==> config.mk <==
export PLATFORM = sky130hd
export DESIGN_NAME = had_transform_source_flat
export DESIGN_NICKNAME = d
export VERILOG_FILES = /design/src/rtl/had_transform_source_if.sv /design/src/rtl/had_transform_source.sv /design/src/flat_wrapper.sv
export SDC_FILE = /design/constraint.sdc
export NUM_CORES = 1
export LEC_CHECK = 0
export CAP_MARGIN = 20
export CORE_UTILIZATION = 45
export CTS_BUF_LIST = sky130_fd_sc_hd__clkbuf_2 sky130_fd_sc_hd__clkbuf_4 sky130_fd_sc_hd__clkbuf_8
export CTS_CLUSTER_DIAMETER = 200
export DETAILED_ROUTE_END_ITERATION = 10
export GPL_ROUTABILITY_DRIVEN = 1
export PLACE_DENSITY_LB_ADDON = 0.05
export SLEW_MARGIN = 40
export SYNTH_ARGS = -nofsm -noshare
export SYNTH_HDL_FRONTEND = slang
export SYNTH_SLANG_ARGS = --single-unit
==> constraint.sdc <==
create_clock -name clk -period 10.48 [get_ports clk]
set_clock_uncertainty 0.05 [all_clocks]
set_input_delay 2.096 -clock clk [delete_from_list [all_inputs] [get_ports clk]]
set_output_delay 2.096 -clock clk [all_outputs]
set_load 0.03 [all_outputs]
==> src/rtl/had_transform_source_if.sv <==
// had_transform_source_if -- sample/coefficient bus for had_transform_source.
//   din        : 4-bit unsigned sample (master -> slave)
//   wen        : write strobe, one sample per rising transition (master -> slave)
//   ready      : slave accepts samples (slave -> master)
//   dout       : 9-bit signed transform coefficient (slave -> master)
//   dout_valid : dout carries a coefficient this cycle (slave -> master)
//   done       : pulse coincident with the last coefficient (slave -> master)
interface had_transform_source_if;
  logic [3:0] din;
  logic       wen;
  logic       ready;
  logic [8:0] dout;
  logic       dout_valid;
  logic       done;

  modport master (
    output din, wen,
    input  ready, dout, dout_valid, done
  );

  modport slave (
    input  din, wen,
    output ready, dout, dout_valid, done
  );
endinterface

==> src/rtl/had_transform_source.sv <==
// had_transform_source -- 16-point unnormalized Walsh-Hadamard transform.
// Collects 16 unsigned 4-bit samples (one per rising edge of wen), runs four
// in-place butterfly stages (one per cycle) and streams X[0]..X[15] in
// natural Hadamard order as 9-bit signed coefficients.
// Ports:
//   clk   : system clock, rising edge
//   rst_n : asynchronous reset, ACTIVE-HIGH despite the name
//   bus   : slave side of had_transform_source_if (din, wen, ready, dout,
//           dout_valid, done)
module had_transform_source (
  input  logic                          clk,
  input  logic                          rst_n,
  had_transform_source_if.slave         bus
);

  typedef enum logic [1:0] {
    LOAD  = 2'd0,
    XFORM = 2'd1,
    OUT   = 2'd2
  } state_t;

  state_t            state_q;
  logic [3:0]        wr_cnt_q;
  logic              wen_q;
  logic signed [8:0] x_q [16];
  logic [1:0]        stage_q;
  logic [4:0]        oidx_q;
  logic [8:0]        dout_q;
  logic              dout_valid_q;
  logic              done_q;
  logic              ready_q;

  logic              write_det;
  logic signed [8:0] xbf_d [16];
  logic [3:0]        span;
  logic [3:0]        idx;

  assign write_det      = bus.wen & ~wen_q;
  assign bus.ready      = ready_q;
  assign bus.dout       = dout_q;
  assign bus.dout_valid = dout_valid_q;
  assign bus.done       = done_q;

  // One butterfly stage: element i pairs with i ^ 2^s; the lower index of a
  // pair takes the sum, the upper index takes (lower - upper).
  always_comb begin
    span = 4'b0001 << stage_q;
    idx  = '0;
    for (int unsigned i = 0; i < 16; i++) begin
      idx = 4'(i);
      if (idx[stage_q] == 1'b0) begin
        xbf_d[i] = x_q[i] + x_q[idx | span];
      end else begin
        xbf_d[i] = x_q[idx ^ span] - x_q[i];
      end
    end
  end

  always_ff @(posedge clk or posedge rst_n) begin
    if (rst_n) begin
      state_q      <= LOAD;
      wr_cnt_q     <= '0;
      wen_q        <= 1'b0;
      for (int unsigned i = 0; i < 16; i++) begin
        x_q[i] <= '0;
      end
      stage_q      <= '0;
      oidx_q       <= '0;
      dout_q       <= '0;
      dout_valid_q <= 1'b0;
      done_q       <= 1'b0;
      ready_q      <= 1'b1;
    end else begin
      wen_q <= bus.wen;
      case (state_q)
        LOAD: begin
          if (write_det) begin
            x_q[wr_cnt_q] <= $signed({5'b0, bus.din});
            wr_cnt_q      <= wr_cnt_q + 4'd1;
            if (wr_cnt_q == 4'd15) begin
              state_q <= XFORM;
              stage_q <= '0;
              ready_q <= 1'b0;
            end
          end
        end
        XFORM: begin
          for (int unsigned i = 0; i < 16; i++) begin
            x_q[i] <= xbf_d[i];
          end
          stage_q <= stage_q + 2'd1;
          if (stage_q == 2'd3) begin
            state_q <= OUT;
            oidx_q  <= '0;
          end
        end
        OUT: begin
          // Outputs are registered, so OUT spans 17 cycles: 16 that load a
          // coefficient and one that clears the outputs and returns to LOAD.
          if (oidx_q == 5'd16) begin
            dout_q       <= '0;
            dout_valid_q <= 1'b0;
            done_q       <= 1'b0;
            state_q      <= LOAD;
            ready_q      <= 1'b1;
          end else begin
            dout_q       <= x_q[oidx_q[3:0]];
            dout_valid_q <= 1'b1;
            done_q       <= (oidx_q == 5'd15);
            oidx_q       <= oidx_q + 5'd1;
          end
        end
        default: begin
          state_q <= LOAD;
          ready_q <= 1'b1;
        end
      endcase
    end
  end

endmodule

==> src/flat_wrapper.sv <==
// flat-port wrapper written by rule: the top's interface ports become plain ports
module had_transform_source_flat 
  (clk, rst_n, bus_din, bus_wen, bus_ready, bus_dout, bus_dout_valid, bus_done);
  had_transform_source_if bus_i ();
  input  logic clk;
  input  logic rst_n;
  input wire logic [$bits(bus_i.din)-1:0] bus_din;
  input wire logic [$bits(bus_i.wen)-1:0] bus_wen;
  output wire logic [$bits(bus_i.ready)-1:0] bus_ready;
  output wire logic [$bits(bus_i.dout)-1:0] bus_dout;
  output wire logic [$bits(bus_i.dout_valid)-1:0] bus_dout_valid;
  output wire logic [$bits(bus_i.done)-1:0] bus_done;
  assign bus_i.din = bus_din;
  assign bus_i.wen = bus_wen;
  assign bus_ready = bus_i.ready;
  assign bus_dout = bus_i.dout;
  assign bus_dout_valid = bus_i.dout_valid;
  assign bus_done = bus_i.done;
  had_transform_source u_core (.clk(clk), .rst_n(rst_n), .bus(bus_i));
endmodule
Yosys cells after proc, flatten, opt, wreduce, memory -nomap -nowiden
Index checks and enable logic that the tools add are counted.

storage, ports and cells
  register bits after elaboration = 170
  output and inout bits = 12
  logic and storage cells = 330

cells by class
  add/sub/neg operators = 35
  $lt $le $gt $ge = 34
  equal/unequal tests = 11
  shift operators = 1
  multiplexer cells = 164
  bitwise gates (word level) = 50
  reduce and logical (&&, ||, !) cells = 10

operators by type and width
  cell                                                    count
  binary-select mux 9 bit (select 4 bit)                  31
  two-way mux 9 bit                                       80
  case mux 144 bit (2 select lines)                       1
  >= comparator 5 bit (second input constant)             32
  inverter 4 -> 5 bit                                     32
  adder 9 bit                                             16
  bitwise mux 144 bit                                     1
  two-way mux 144 bit                                     1
  subtractor 9 bit                                        16
  demux 9 bit (select 4 bit)                              1
  binary-select mux 1 bit (select 2 bit)                  16
  two-way mux 1 bit                                       21
  two-way mux 2 bit                                       6
  inverter 2 bit                                          6
  inverter 3 bit                                          4
  two-way mux 5 bit                                       2
  case mux 5 bit (2 select lines)                         1
  inequality test 2 x 1 -> 1 bit (second input constant)  4
  AND reduction 4 bit                                     2
  inverter 1 bit                                          6
  case mux 2 bit (3 select lines)                         1
  AND reduction 3 bit                                     2
  adder 5 x 1 -> 5 bit (second input constant)            1
  equality test 5 x 4 -> 1 bit (second input constant)    1
  18 further kinds                                        21

Depth between registers and ports, before layout
Gate-level depths: netlist of run 1.

  depth after elaboration = 9
  mapped depth = 23
  gate-level depth less buffers = 19

Worst setup path before layout of run 1
OpenSTA, ideal clock, no wires.

  path kind = reg2reg
  start point = reg u_core.stage_q[1]
  end point = reg u_core.x_q[8] in the netlist's numbering
  setup time = 0.126 ns
  arrival = 4.845 ns
  data required time = 10.304 ns
  slack = 5.459 ns
  stages on the path, launching flop included = 21
  clock period less this slack = 5.021 ns
  cells stage by stage = dfrtp_1 > inv_1 > clkbuf_1 > ha_1 > buf_6 > buf_6 > buf_2 > buf_2 > mux4_2 > mux4_2 > inv_1 > ha_1 > inv_1 > fa_1 > a21o_1 > a211oi_1 > nor2_1 > or4_1 > a21bo_1 > and2_0 > a221o_1

on the way
  word-level cells in the longest chain between the ends = 9
  elaborated cells on any way between the ends = 11

ends and longest elaborated chain
  element                                                line                        RTL
  start: declaration                                     had_transform_source.sv:26  logic [1:0] stage_q;
  start signal: assignment                               had_transform_source.sv:91  stage_q <= stage_q + 2'd1;
  << shifter 1 x 2 -> 4 bit                              had_transform_source.sv:47  span = 4'b0001 << stage_q;
  inverter 4 bit (no line)                               --
  inverter 4 -> 5 bit (not written as such)              had_transform_source.sv:54  xbf_d[i] = x_q[idx ^ span] - x_q[i];
  binary-select mux 9 bit (select 4 bit)                 had_transform_source.sv:54
  two-way mux 9 bit (not written as such) (2 in series)  had_transform_source.sv:54
  subtractor 9 bit                                       had_transform_source.sv:54
  two-way mux 9 bit (*)                                  had_transform_source.sv:51  if (idx[stage_q] == 1'b0) begin
  case mux 144 bit (2 select lines) (*)                  had_transform_source.sv:75  case (state_q)
  end signal: indexed assignment                         had_transform_source.sv:78  x_q[wr_cnt_q] <= $signed({5'b0, bus.din});
  end signal: indexed assignment                         had_transform_source.sv:89  x_q[i] <= xbf_d[i];
  end: declaration                                       had_transform_source.sv:25  logic signed [8:0] x_q [16];

Every way passes the cells marked *; elsewhere a longest branch is shown, timed or not. The select of a mux whose other input is x is not followed.
A chain may end at the register's enable or synchronous reset.

Worst setup path after layout of run 1
  start point = reg u_core.stage_q[1]
  end point = reg u_core.x_q[71] in the netlist's numbering

on the way
  word-level cells in the longest chain between the ends = 9
  elaborated cells on any way between the ends = 16

ends and longest elaborated chain
  element                                                line
  << shifter 1 x 2 -> 4 bit                              had_transform_source.sv:47
  inverter 1 bit (no line)                               --
  inverter 4 -> 5 bit (not written as such)              had_transform_source.sv:54
  binary-select mux 9 bit (select 4 bit)                 had_transform_source.sv:54
  two-way mux 9 bit (not written as such) (2 in series)  had_transform_source.sv:54
  subtractor 9 bit                                       had_transform_source.sv:54
  two-way mux 9 bit (*)                                  had_transform_source.sv:51
  case mux 144 bit (2 select lines) (*)                  had_transform_source.sv:75

Marked as above.

==> results by group, run 1 <==
Global route
  – GRT Util Overall: roughly 36%
  – First-pass GRT wire length: 167.7 mm
  – Antenna violations before repair: 5
  – Remaining Overflow, GRT: 0
  – Largest net degree at the start of global routing: between 80 and 90
  – Vias in the first global route: around 25000

Worst setup path
  – Arr. time, crit path: roughly 6.5 ns
  – Crit-path max cell delay: 0.71 ns
  – CP Launch Type: flop
  – Kind of critical path: flop to flop
  – CP cell instances: buf_4, inv_1, ha_4, buf_4, mux2_2, a21oi_1, o21ai_0, mux2i_1, ha_1, inv_1, fa_1, a21o_1, nand4_1, o21ai_0, o41ai_1, xor2_1, xnor2_1, o211ai_1
  – Critical Path Fanout Max: 56
  – Critical path's slowest cell: buf_4
  – Worst EP required: 10.89 ns
  – CP Capture Type: flop

Layout
  – # nets final: 3337
  – Layout cells sized above 1: a little over an eighth
  – Area Overhead vs Synth: 3.711%

Yosys
  – Avg Inst Size Synth: roughly 9 um2
  – Yosys top cell by area: mux4_2
  – Synth top area share: 20.78%
  – Seq/Total Area, Yosys: 15.04%
  – Syn. warnings: 0
  – Seq cells post-synth: between 150 and 200
  – Syn Std Cell Area: approximately 0.028 mm2
  – Top post-synthesis cells by count: nand2_1 (290), o21ai_0 (289), nor2_1 (287)
  – Count leader, synth: nand2_1
  – Mapped Cells: roughly 3200
  – Mapped Nets: approximately 3500
  – Ys flop type: dfrtp_1
  – Area contributors post-synth: mux4_2 (21%), dfrtp_1 (15%), ha_1 (11%)
  – Synth unique cells: 75
  – Asr flop ratio synth: between 90% and 100%
  – Number of synthesized flops with an enable pin: 0

Clock network
  – CTS tree: yes
  – Cts bufs inserted: 17
  – CTS H-tree lvls: 4
  – CTS Buffer Depth: 2
  – Sink Count: 170
  – CTS clk-pin slew, worst paths: between 0.1 and 0.15 ns
  – Hold-fix buffer count after cts: 0
  – Clock Latency Late Sink: 0.61 ns
  – Post-CTS resize count: 0
  – Clk root buf: clkbuf_8
  – Setup repair bufs after CTS: 0

Place
  – Port buffer count: 18
  – RePlAce Congestion: approximately 0.95
  – Post-DP HPWL: 89.52 mm

Floorplanning
  – Die Area: about 0.064 mm2
  – Core Area: between 0.06 and 0.07 mm2
  – Die Ht: between 200 and 300 um
  – # rows: 91
  – IO Count: 19
  – Die W: between 200 and 300 um
  – Starting Density: between 40 and 50%

Drt
  – Drt via density: between 6 and 7
  – First-pass DRT Iterations: 6
  – DRT iter0 DRCs: approximately 2500
  – Met2 Routed Length: between 50 and 60 mm
  – Met1 wire length: roughly 47 mm
  – Vias: 25920
  – WL/cell: 29.68 um
  – DRT Wirelength: about 120 mm
  – Uppermost layer routed: met4
  – Met3 wire length: 12.42 mm
  – Post-route ant nets: 0
  – Residual DRC: 0

STA
  – Final Slew Violations: 0
  – TNS Setup: 0 ns
  – Final Cycle Share: between 50 and 60%
  – Slew margin rel.: 38.46%
  – Final min period: approximately 6.1 ns
  – Least-Margin Pin Slew: slightly above 0.9 ns
  – RSZ-0062 raised after global routing: false
  – Final setup vio count: 0
  – Max Clock Freq: 165.2 MHz
  – Hold Fails Final Rpt: 0

Worst hold path
  – HP Class: flop to flop

Status
  – Status: completed

Run
  – MaxCap Viol Count: 0
## area by class of cell
| type | count | area [um2] |
|---|---|---|
| sequential | 170 | 4260 |
| multi-input combinational | 2582 | 22300 |
| inverter | 218 | 833.3 |
| fill | 6126 | 32600 |
| clock inverter | 15 | 145.1 |
| tap | 837 | 1047 |
| antenna | 2 | 5.005 |
| timing repair buffer | 57 | 514.2 |
| clock buffer | 17 | 234.0 |
## routing by layer
metal	global-route usage (%)	vias up
met5	0	-
met4	14.25	0
met3	10.37	210
met2	55.68	1325
met1	48.49	13000
li1	-	11390
## metrics by stage
stage | hold WS, ns | std cells | worst slack [ns] | cell area [um2] | utilization, %
after CTS | 0.4515 | 3895 | 4.450 | 29290 | 47.29
after global placement | 0.4144 | 3862 | 4.506 | 28890 | 46.64
after global routing | 0.4830 | 3898 | 4.041 | 29340 | 47.36
after detailed placement | 0.4212 | 3863 | 4.486 | 28910 | 46.68
after floorplan | 0.4188 | 3184 | 3.732 | 28290 | -
final | 0.4416 | 3898 | 4.427 | 29340 | 47.36
## final timing paths
path / startpoint / endpoint / slack (ns) / depth (start not counted)
min in group asynchronous: rst_n / u_core.oidx_q[0] / 1.92 / 2
setup reg to reg: u_core.stage_q[1] / u_core.x_q[71] / 4.43 / 18
setup / recovery: u_core.stage_q[1] / u_core.x_q[71] / 4.43 / 18
hold / removal: u_core.bus.dout[8] / u_core.bus.dout[8] / 0.44 / 2
max in group asynchronous: rst_n / u_core.bus.dout[3] / 7.22 / 3
hold reg to reg: u_core.bus.dout[8] / u_core.bus.dout[8] / 0.44 / 2
## cells in the final DEF, fill, tap and decap left out, types with 18 or more instances in the layout
cell type | synthesis | layout
buf_4 | 2 | 31
fa_1 | 30 | 30
nand2b_1 | 21 | 20
a211oi_1 | 27 | 27
xor2_1 | 75 | 75
o21ai_0 | 289 | 286
mux2_2 | 45 | 45
ha_1 | 254 | 248
mux2i_1 | 160 | 160
nor2b_1 | 62 | 60
dfrtp_1 | 169 | 165
nand2_1 | 290 | 290
and3_1 | 18 | 18
or3_1 | 25 | 25
a21o_1 | 49 | 49
xnor2_1 | 135 | 135
o211ai_1 | 32 | 32
nor3_1 | 55 | 55
mux4_2 | 261 | 261
inv_1 | 216 | 213
o41ai_1 | 27 | 26
nor2_1 | 287 | 287
nand3_1 | 61 | 61
a21oi_1 | 221 | 221
## registers in the layout, indices dropped and copies added, names as in the netlist
register and cells:
u_core.bus.dout_valid 1, u_core.state_q 2, u_core.wen_q 1, u_core.wr_cnt_q 4, u_core.oidx_q 5, u_core.stage_q 2, u_core.bus.done 1, u_core.bus.dout 9
u_core.x_q 144, u_core.bus.ready 1
## cell families after synthesis
group	after synthesis	share of synthesized area, %
AO/OA/AOI/OAI	749	15.65
multiplexers	477	29.26
adder cells (fa/ha/maj)	284	13.36
XOR/XNOR	212	6.617
flip-flops	170	15.04
buffers and inverters	432	6.555
AND/OR/NAND/NOR	860	13.52
## critical path: cells and delay by family (launching register included)
kind / cells / cell delay (ns)
adders and majority gates: 3 / 1.08
DFF: 1 / 0.37
and+or+nand+nor: 1 / 0.10
xor gates and xnor gates: 2 / 0.35
muxes: 2 / 0.68
AOI/OAI and AO/OA: 6 / 1.62
buffers and inverters: 4 / 1.58
Power of run 1 is not shown: default switching activity piles up to over one toggle a cycle in this logic, so the estimate is an artifact.
==> run 2: changes to the inputs <==
Clock period 10.48 ns to 6.25 ns, I/O delays scaled along.
==> run 2 against run 1 <==
Net effect:
- hold slack got worse by 0.0090 ns
- cell count rose by 0.21%
- global-route usage rose by 0.55 points
- worst setup slack got worse by 3.4 ns
- critical path type unchanged
- die area did not move
- via count rose by 0.70%
==> results by group, run 2 (synthesis results as in run 1) <==
Status
  – Status: completed

Clock network
  – Clk root buf: clkbuf_8
  – Setup repair bufs after CTS: 0 (unchanged)
  – CTS Buffer Depth: 2 (unchanged)
  – CTS tree: yes
  – CTS H-tree lvls: 4 (unchanged)
  – CTS clk-pin slew, worst paths: 0.11 ns (about the same)
  – Clock Latency Late Sink: 0.60 ns (about the same)
  – Post-CTS resize count: 0 (unchanged)
  – Hold-fix buffer count after cts: 0 (unchanged)
  – Sink Count: 170 (unchanged)
  – Cts bufs inserted: 17 (unchanged)

Place
  – Pre-CTS setup slack: 0.9937 ns (-3.493 ns)
  – Post-DP HPWL: 90.08 mm (+0.63%)
  – RePlAce Congestion: 1.006 (+5.6%)
  – Port buffer count: 18 (unchanged)

Layout
  – Final core utilization: 47.61% (+0.25 points)
  – Most flops, register: u_core.x_q
  – Max reg flops: 144 (unchanged)
  – Area Overhead vs Synth: 4.255%
  – Layout cells sized above 1: 13.74% (+0.30 points)
  – Fillers: 6061 (-1.1%)
  – Most frequent cells in the layout: nand2_1 (290), nor2_1 (284), o21ai_0 (279)
  – Commonest non-fill, non-tap cell in the layout: nand2_1
  – # nets final: 3343 (+0.18%)

Floorplanning
  – Die Ht: 252.7 um (unchanged)
  – Die W: 252.7 um (unchanged)
  – Die Area: 0.06386 mm2 (unchanged)
  – Core Area: 0.06194 mm2 (unchanged)
  – Starting Density: 45.67% (unchanged)
  – # rows: 91 (unchanged)
  – IO Count: 19 (unchanged)

Worst setup path
  – R2R depth: 13 (-5)
  – Top cell family by delay on the critical path: compound AO/OA/AOI/OAI gates
  – Crit path buf inv count: 2 (-2)
  – Critical Path Fanout Max: 72 (+29%)
  – Reg2reg start: u_core.stage_q[0]
  – Kind of critical path: flop to flop
  – Worst EP required: 6.70 ns (-4.19 ns)
  – Worst flop-to-flop path endpoint: u_core.x_q[62]
  – Crit-path max cell delay: 0.62 ns (-0.09 ns)
  – Crit-path most repeated cell: mux4_2
  – CP Launch Type: flop
  – R2r setup slk: 1.02 ns (-3.41 ns)
  – Critical path's slowest cell: mux4_2
  – CP cell instances: buf_4, ha_4, buf_12, mux4_2, mux4_2, ha_1, a21o_1, a21oi_1, o21ai_0, o41ai_1, xnor2_1, nor2_1, o31ai_1
  – CP Capture Type: flop
  – Arr. time, crit path: 5.68 ns (-0.78 ns)

Global route
  – Remaining Overflow, GRT: 0 (unchanged)
  – Vias in the first global route: 24480 (-1.5%)
  – Largest net degree at the start of global routing: 150 (+72%)
  – First-pass GRT wire length: 169.4 mm (+0.97%)
  – GRT Util Overall: 36.97% (+0.55 points)
  – Antenna violations before repair: 5 (unchanged)

Run
  – MaxCap Viol Count: 0 (unchanged)

STA
  – Slew margin rel.: 40.35% (+1.9 points)
  – Fin Hold WS: 0.4325 ns (-0.009014 ns)
  – TNS Setup: 0 ns (unchanged)
  – RSZ-0062 raised after global routing: false
  – Hold Fails Final Rpt: 0 (unchanged)
  – Least-Margin Pin Slew: 0.8831 ns (-0.03219 ns)
  – Max Clock Freq: 191.0 MHz (+16%)
  – Final Cycle Share: 83.75% (+26 points)
  – Final setup margin: 1.016 ns (-3.411 ns)
  – Final min period: 5.234 ns (-0.8187 ns)
  – Final Slew Violations: 0 (unchanged)
  – Final setup vio count: 0 (unchanged)

Worst hold path
  – WHS Path Cells: 2 (unchanged)
  – HP Class: flop to flop
  – Hold Crit Endpoint: u_core.bus.dout_valid
  – Min-delay src: u_core.bus.dout_valid

Drt
  – Vias: 26100 (+0.70%)
  – Residual DRC: 0 (unchanged)
  – Met3 wire length: 13.71 mm (+10%)
  – Met2 Routed Length: 51.83 mm (+0.43%)
  – Met1 wire length: 48.83 mm (+3.3%)
  – DRT iter0 DRCs: 3274 (+31%)
  – DRT Wirelength: 117.8 mm (+1.9%)
  – WL/cell: 30.17 um (+1.7%)
  – Post-route ant nets: 0 (unchanged)
  – Uppermost layer routed: met5
  – Drt via density: 6.683 (+0.50%)
  – First-pass DRT Iterations: 8 (+2)
[run 2: cell count changes in the layout (fill, tap and decap cells not counted), sizes merged]
| cell | delta |
|---|---|
| buf | +6 |
| bufinv | +3 |
| clkbuf | +2 |
| clkinv | -2 |
| clkinvlp | +2 |
| diode | +2 |
| inv | -5 |
[run 2: tightest hold or removal path, stage by stage (launching register included)]
cell and delay [ns]:
dfrtp_1 0.36, nand2_1 0.05, nand2_1 0.05
[run 2: how the worst max path moves through the flow]
stage,slack (ns),end,start,cells past startpoint
finish,1.02,u_core.x_q[62],u_core.stage_q[0],13
floorplan,0.35,u_core.bus.done,rst_n,1
global route,0.74,u_core.x_q[71],u_core.stage_q[0],16
global placement,1.04,u_core.x_q[62],u_core.stage_q[0],13
CTS,0.99,u_core.x_q[62],u_core.stage_q[0],13
detailed placement,0.99,u_core.x_q[62],u_core.stage_q[0],13
[run 2: metrics by stage]
step	instance area, um2	instances
5_1_grt	29480	3904
6_report	29490	3906
2_1_floorplan	28290	3184
3_3_place_gp	29020	3870
3_5_place_dp	29020	3870
4_1_cts	29460	3902
[run 2: final cells by class]
| class | instances | area (um2) | share of cell area [%] |
|---|---|---|---|
| clock buffers | 19 | 261.5 | 0.8868 |
| well taps | 837 | 1047 | 3.551 |
| inverters | 218 | 835.8 | 2.834 |
| diodes | 4 | 10.01 | 0.03394 |
| flip-flops and latches | 170 | 4259 | 14.44 |
| multi-input cells | 2582 | 22300 | 75.62 |
| repair buffers | 63 | 598.1 | 2.028 |
| clock inverters | 13 | 177.7 | 0.6025 |
[run 2: per-layer routing]
layer	track usage, %	vias to the layer above
met5	0	-
met4	12.26	2
met3	10.47	183
met2	55.31	1544
met1	51.09	12970
li1	-	11400
Power of run 2 is left out for the same reason.
